[src/rtl/instr_fetch_unit_pkg.sv]
// instr_fetch_unit_pkg: shared widths, reset PC and FSM encoding for the instruction fetch unit.
package instr_fetch_unit_pkg;
  localparam int ADDR_W_DEF     = 6;
  localparam int INSTR_W_DEF    = 30;
  localparam int FIFO_DEPTH_DEF = 2;
  localparam int RESET_PC_DEF   = 0;
  typedef enum logic [1:0] {
    IDLE  = 2'd0,
    RUN   = 2'd1,
    DRAIN = 2'd2
  } fetch_state_t;
endpackage

[src/rtl/instr_fetch_unit_fifo.sv]
// fetch_fifo: synchronous FIFO with flush; the head output holds its last value while empty.
module fetch_fifo #(
  parameter int DEPTH = 2,
  parameter int W     = 36
) (
  input  logic                     clk,
  input  logic                     rst,
  input  logic                     flush,
  input  logic                     push,
  input  logic                     pop,
  input  logic [W-1:0]             din,
  output logic [W-1:0]             dout,
  output logic [$clog2(DEPTH):0]   count,
  output logic                     empty
);
  localparam int AW = $clog2(DEPTH);
  logic [W-1:0]  mem_q [DEPTH];
  logic [W-1:0]  mem_d [DEPTH];
  logic [AW-1:0] wr_q, wr_d, rd_q, rd_d;
  logic [AW:0]   cnt_q, cnt_d;
  logic [W-1:0]  last_q, last_d;
  logic          full;
  assign empty = cnt_q == '0;
  assign full  = cnt_q == (AW+1)'(DEPTH);
  assign count = cnt_q;
  assign dout  = empty ? last_q : mem_q[rd_q];
  always_comb begin
    mem_d = mem_q;
    if (push && !flush) mem_d[wr_q] = din;
    wr_d   = flush ? '0 : wr_q + AW'(push);
    rd_d   = flush ? '0 : rd_q + AW'(pop);
    cnt_d  = flush ? '0 : cnt_q + (AW+1)'(push) - (AW+1)'(pop);
    last_d = dout;
  end
  always_ff @(posedge clk or posedge rst) begin
    if (rst) begin
      mem_q  <= '{default: '0};
      wr_q   <= '0;
      rd_q   <= '0;
      cnt_q  <= '0;
      last_q <= '0;
    end else begin
      mem_q  <= mem_d;
      wr_q   <= wr_d;
      rd_q   <= rd_d;
      cnt_q  <= cnt_d;
      last_q <= last_d;
    end
  end
  // The issuer reserves a slot before every read, so a push into a full FIFO is a design bug.
  always_ff @(posedge clk) begin
    if (!rst && !flush) assert (!(push && full && !pop));
  end
endmodule

[src/rtl/instr_fetch_unit.sv]
// instr_fetch_unit: PC generation, 1-cycle memory read capture and fetch buffer to decode.
// Optional stall counter enabled by defining FETCH_PERF_CNT_EN.
module instr_fetch_unit
  import instr_fetch_unit_pkg::*;
#(
  parameter int ADDR_W     = ADDR_W_DEF,
  parameter int INSTR_W    = INSTR_W_DEF,
  parameter int FIFO_DEPTH = FIFO_DEPTH_DEF,
  parameter int RESET_PC   = RESET_PC_DEF
) (
  input  logic               clk,
  input  logic               rst,
  output logic               mem_fetch_en,
  output logic [ADDR_W-1:0]  mem_pc,
  input  logic [INSTR_W-1:0] mem_instr,
  input  logic               run,
  input  logic               redirect,
  input  logic [ADDR_W-1:0]  redirect_pc,
  output logic               instr_valid,
  input  logic               instr_ready,
  output logic [INSTR_W-1:0] instr_data,
  output logic [ADDR_W-1:0]  instr_pc,
  output logic [15:0]        stall_cnt
);
  localparam int CW = $clog2(FIFO_DEPTH) + 1;
  fetch_state_t      state_q, state_d;
  logic [ADDR_W-1:0] pc_q, pc_d, inflight_pc_q, inflight_pc_d;
  logic              inflight_q, inflight_d;
  logic [CW-1:0]     count;
  logic              empty, pop, push, room, issue;
  assign mem_fetch_en = 1'b1;
  assign instr_valid  = !empty;
  assign pop          = instr_valid && instr_ready;
  assign push         = inflight_q && !redirect;
  // Issue follows the next state so fetching starts in the same cycle run rises.
  always_comb begin
    state_d = run ? RUN :
              (redirect || state_q == IDLE) ? IDLE :
              (state_q == RUN || inflight_q) ? DRAIN : IDLE;
    room          = (CW+1)'(count) + (CW+1)'(inflight_q) - (CW+1)'(pop) < (CW+1)'(FIFO_DEPTH);
    issue         = state_d == RUN && (redirect || room);
    mem_pc        = redirect ? redirect_pc : pc_q;
    pc_d          = issue ? mem_pc + ADDR_W'(1) : mem_pc;
    inflight_d    = issue;
    inflight_pc_d = issue ? mem_pc : inflight_pc_q;
  end
  always_ff @(posedge clk or posedge rst) begin
    if (rst) begin
      state_q       <= IDLE;
      pc_q          <= ADDR_W'(RESET_PC);
      inflight_q    <= 1'b0;
      inflight_pc_q <= '0;
    end else begin
      state_q       <= state_d;
      pc_q          <= pc_d;
      inflight_q    <= inflight_d;
      inflight_pc_q <= inflight_pc_d;
    end
  end
  fetch_fifo #(
    .DEPTH (FIFO_DEPTH),
    .W     (ADDR_W + INSTR_W)
  ) u_fifo (
    .clk   (clk),
    .rst   (rst),
    .flush (redirect),
    .push  (push),
    .pop   (pop),
    .din   ({inflight_pc_q, mem_instr}),
    .dout  ({instr_pc, instr_data}),
    .count (count),
    .empty (empty)
  );
`ifdef FETCH_PERF_CNT_EN
  logic [15:0] stall_q, stall_d;
  always_comb
    stall_d = redirect ? '0 :
              (state_q == RUN && !issue && stall_q != 16'hFFFF) ? stall_q + 16'd1 : stall_q;
  always_ff @(posedge clk or posedge rst) begin
    if (rst) stall_q <= '0;
    else     stall_q <= stall_d;
  end
  assign stall_cnt = stall_q;
`else
  assign stall_cnt = 16'h0;
`endif
endmodule

[config.mk]
export PLATFORM = sky130hd
export DESIGN_NAME = instr_fetch_unit
export DESIGN_NICKNAME = d
export VERILOG_FILES = /design/src/rtl/instr_fetch_unit_pkg.sv /design/src/rtl/instr_fetch_unit_fifo.sv /design/src/rtl/instr_fetch_unit.sv
export SDC_FILE = /design/constraint.sdc
export NUM_CORES = 1
export LEC_CHECK = 0
export ABC_AREA = 1
export BUFFER_PORTS_ARGS = -buffer_cell sky130_fd_sc_hd__clkbuf_2
export CAP_MARGIN = 15
export CORE_UTILIZATION = 50
export DETAILED_ROUTE_END_ITERATION = 10
export PLACE_DENSITY = 0.81
export SLEW_MARGIN = 20
export SYNTH_ARGS = -nofsm -noshare
export SYNTH_HDL_FRONTEND = slang
export SYNTH_SLANG_ARGS = --single-unit
[constraint.sdc]
create_clock -name clk -period 3.9 [get_ports clk]
set_input_delay 0.585 -clock clk [delete_from_list [all_inputs] [get_ports clk]]
set_output_delay 0.585 -clock clk [all_outputs]
set_load 0.01 [all_outputs]
==> impl_metrics.xml <==
<?xml version="1.0" encoding="UTF-8"?>
<metrics>
  <group name="status">
    <metric name="status" unit="">finished clean</metric>
  </group>
  <group name="timing">
    <metric name="skew" unit="ns">0.01097</metric>
    <metric name="max_freq" unit="MHz">329.1</metric>
    <metric name="drv_slew" unit="">0</metric>
    <metric name="timing.setup.tns" unit="ns">0</metric>
    <metric name="slew_headroom" unit="%">50.18</metric>
    <metric name="number_of_endpoints_with_negative_hold_slack_in_the_final_report" unit="">0</metric>
    <metric name="setup-violations-final" unit="">0</metric>
    <metric name="worst_pin_slew" unit="ns">0.7462</metric>
    <metric name="layout_min_cycle_time" unit="ns">3.039</metric>
    <metric name="period_share" unit="%">77.92</metric>
    <metric name="rsz0062_at_grt" unit="">false</metric>
  </group>
  <group name="floorplanning">
    <metric name="floorplan.core_area" unit="sq um">10510</metric>
    <metric name="floorplan.initialDensity" unit="%">52.30</metric>
    <metric name="ios" unit="">101</metric>
    <metric name="die_area" unit="sq um">11420</metric>
    <metric name="floorplan.rows" unit="">37</metric>
    <metric name="die_width" unit="microns">106.8</metric>
    <metric name="die_height" unit="microns">106.8</metric>
  </group>
  <group name="cells_and_area">
    <metric name="area_delta_synth_final" unit="%">17.87</metric>
    <metric name="stdcell_area" unit="sq um">6479</metric>
    <metric name="antenna_cells" unit="">0</metric>
    <metric name="share_of_post_route_cells_with_drive_strength_above_1" unit="%">21.18</metric>
    <metric name="design.final.nets" unit="">727</metric>
    <metric name="fin_util" unit="%">61.65</metric>
    <metric name="top_library_cells_by_usage_in_the_layout_fill_and_taps_aside" unit="">140 x sky130_fd_sc_hd__nand2_1, 125 x sky130_fd_sc_hd__dfrtp_1, 83 x sky130_fd_sc_hd__clkbuf_2</metric>
    <metric name="layout.cells.most_common" unit="">sky130_fd_sc_hd__nand2_1</metric>
  </group>
  <group name="critical_path">
    <metric name="critPathArrivalTime" unit="ns">2.45</metric>
    <metric name="worst-setup-path-type" unit="">reg2out</metric>
    <metric name="cp_max_fo" unit="">37</metric>
    <metric name="worst_setup_path_end_kind" unit="">output port</metric>
    <metric name="r2r_slack" unit="ns">1.38</metric>
    <metric name="timing.critical_path.from_type" unit="">register</metric>
    <metric name="critical_path_required" unit="ns">3.31</metric>
    <metric name="r2r_cells" unit="">11</metric>
  </group>
  <group name="route">
    <metric name="via_per_inst" unit="">5.255</metric>
    <metric name="vias" unit="">4362</metric>
    <metric name="detailedRoute.firstIterationViolations" unit="">383</metric>
    <metric name="postRouteWirelength" unit="mm">11.84</metric>
    <metric name="wire_length_per_cell" unit="microns">14.27</metric>
    <metric name="drc_errors" unit="">0</metric>
    <metric name="drtAntennaViolNets" unit="">0</metric>
    <metric name="first_pass_iters" unit="">5</metric>
  </group>
  <group name="clock_tree">
    <metric name="ctsResizeCount" unit="">0</metric>
    <metric name="clockBufferDepth" unit="">2</metric>
    <metric name="cts_buffers" unit="">17</metric>
    <metric name="cts.repair_timing.setup_buffer_count" unit="">0</metric>
    <metric name="tritoncts_num_sinks" unit="">125</metric>
    <metric name="tritoncts" unit="">built</metric>
    <metric name="clock_latency" unit="ns">0.52</metric>
    <metric name="cts_root_buffer" unit="">sky130_fd_sc_hd__clkbuf_8</metric>
    <metric name="clkSlewWorstSetupHoldPaths" unit="ns">0.06</metric>
    <metric name="cts_hold_buffers" unit="">0</metric>
    <metric name="cts_max_level" unit="">4</metric>
  </group>
  <group name="synthesis">
    <metric name="synth-compound-area-share" unit="%">14.98</metric>
    <metric name="syn_area_per_cell" unit="sq um">9.040</metric>
    <metric name="netlist-cell-type-count" unit="">32</metric>
    <metric name="synth_xor_xnor_area_share" unit="%">0.3187</metric>
    <metric name="synthesis.area" unit="sq um">5497</metric>
    <metric name="asr_flop_ratio_synth" unit="%">100.0</metric>
    <metric name="synth-main-ff-cell" unit="">sky130_fd_sc_hd__dfrtp_1</metric>
    <metric name="synth_warnings" unit="">0</metric>
    <metric name="synth.yosys.seq_area_share" unit="%">56.91</metric>
    <metric name="yosys_register_bits" unit="">125</metric>
    <metric name="synth_top_family_by_area" unit="">simple AND/OR/NAND/NOR gates</metric>
    <metric name="synth_adder_area_share" unit="%">1.275</metric>
    <metric name="synth_mux_area_share" unit="%">0</metric>
    <metric name="post_synth_and_or_nand_nor_area_fraction" unit="%">16.59</metric>
    <metric name="synthesis.instances" unit="">608</metric>
    <metric name="synth_enable_flop_cells" unit="">0</metric>
  </group>
  <group name="run">
    <metric name="maxCapViolCount" unit="">0</metric>
  </group>
  <group name="grt">
    <metric name="antenna_found_initial" unit="">0</metric>
    <metric name="wire_length_of_the_first_global_routing_pass" unit="mm">20.05</metric>
    <metric name="global_route.overflow_total" unit="">0</metric>
    <metric name="grt_start_max_net_pins" unit="">78</metric>
    <metric name="gr-usage-all-layers" unit="%">22.49</metric>
    <metric name="grt_pass1_vias" unit="">4351</metric>
  </group>
  <group name="pwr">
    <metric name="standby_leakage_power" unit="nW">3.363</metric>
    <metric name="peak_supply_drop" unit="mV">0.4831</metric>
    <metric name="power.total" unit="W">0.005768</metric>
    <metric name="power.density_cell_area" unit="nW/um^2">890.4</metric>
  </group>
  <group name="placement">
    <metric name="place_hpwl" unit="mm">7.314</metric>
    <metric name="port_buffers" unit="">83</metric>
    <metric name="place_congestion" unit="">0.8655</metric>
    <metric name="placed_area" unit="sq um">5869</metric>
  </group>
  <group name="worst_hold_path">
    <metric name="hold_path.class" unit="">in2async</metric>
  </group>
</metrics>
==> synthesized netlist by cell type, types with 2 or more instances <==
library cell               number  area share [%]
sky130_fd_sc_hd__nand2_1      140             9.6
sky130_fd_sc_hd__dfrtp_1      125              57
sky130_fd_sc_hd__a21oi_1       73             6.6
sky130_fd_sc_hd__o21ai_0       64             5.8
sky130_fd_sc_hd__inv_1         52             3.6
sky130_fd_sc_hd__nor2_1        43             2.9
sky130_fd_sc_hd__buf_2         19             1.7
sky130_fd_sc_hd__buf_4         18             2.5
sky130_fd_sc_hd__o21ai_1       17             1.5
sky130_fd_sc_hd__nand2_4        8             1.6
sky130_fd_sc_hd__nand2_2        6            0.68
sky130_fd_sc_hd__inv_2          5            0.34
sky130_fd_sc_hd__nand3_1        5            0.46
sky130_fd_sc_hd__clkbuf_2       4            0.36
sky130_fd_sc_hd__ha_1           4            0.91
sky130_fd_sc_hd__buf_6          3            0.61
sky130_fd_sc_hd__clkbuf_1       3            0.20
sky130_fd_sc_hd__conb_1         2            0.14
sky130_fd_sc_hd__nand4_1        2            0.23
sky130_fd_sc_hd__nor3_1         2            0.18
sky130_fd_sc_hd__xnor2_1        2            0.32
==> logic make-up after synthesis <==
| group | after synthesis |
|---|---|
| and+or+nand+nor | 210 |
| AOI/OAI and AO/OA | 158 |
| DFF | 125 |
| buffers and inverters | 106 |
| adders and majority gates | 5 |
| xor gates and xnor gates | 2 |
| other | 2 |
==> layer usage <==
layer | vias to the layer above | wire (microns) | global-route usage, %
met5 | - | 0 | 0
met4 | 0 | 184 | 7.339
met3 | 19 | 831 | 5.775
met2 | 192 | 5696 | 37.05
met1 | 2103 | 5129 | 29.01
li1 | 2048 | - | -
==> worst paths after layout <==
check,from,end
setup / recovery,u_fifo.rd_q,instr_data[12]
max in group asynchronous,rst,u_fifo.mem_q[16]
hold reg to reg,u_fifo.mem_q[5],u_fifo.mem_q[5]
setup reg to reg,u_fifo.count[1],pc_q[2]
hold / removal,rst,pc_q[1]
min in group clk,mem_instr[5],u_fifo.mem_q[5]
==> layout make-up <==
class / instances / area, sq um
fillers: 846 / 4030
repair buffers: 87 / 470.5
clock buffers: 20 / 445.4
inverters: 58 / 226.5
clock inverters: 12 / 143.9
multi-input cells: 392 / 1894
well taps: 136 / 170.2
flip-flops and latches: 125 / 3128
==> sequential cells by signal, summed over array words and instances, names as in the netlist <==
name           count
u_fifo.count       2
pc_q               6
u_fifo.last_q     36
u_fifo.rd_q        1
u_fifo.wr_q        1
inflight_pc_q      6
u_fifo.mem_q      72
inflight_q         1
==> metrics by stage <==
stage               cells  worst slack, ns  hold slack (ns)
floorplan             623            1.575           0.4533
global placement      797            1.496           0.4659
detailed placement    797            1.395           0.4736
CTS                   829           0.8812           0.2956
global route          830           0.7126          0.07664
finish                830           0.8610          0.05704
==> where the power goes <==
part           internal (W)  switching, W
sequential          0.00193      0.000312
combinational      0.000704       0.00128
clock              0.000999      0.000542
==> critical path, cell delays in order, from the launching register on <==
cell	delay, ns
sky130_fd_sc_hd__dfrtp_1	0.62
sky130_fd_sc_hd__inv_2	0.66
sky130_fd_sc_hd__nand2_1	0.14
sky130_fd_sc_hd__a21oi_1	0.32
sky130_fd_sc_hd__clkbuf_2	0.19
(Power assumes the default switching activity.)
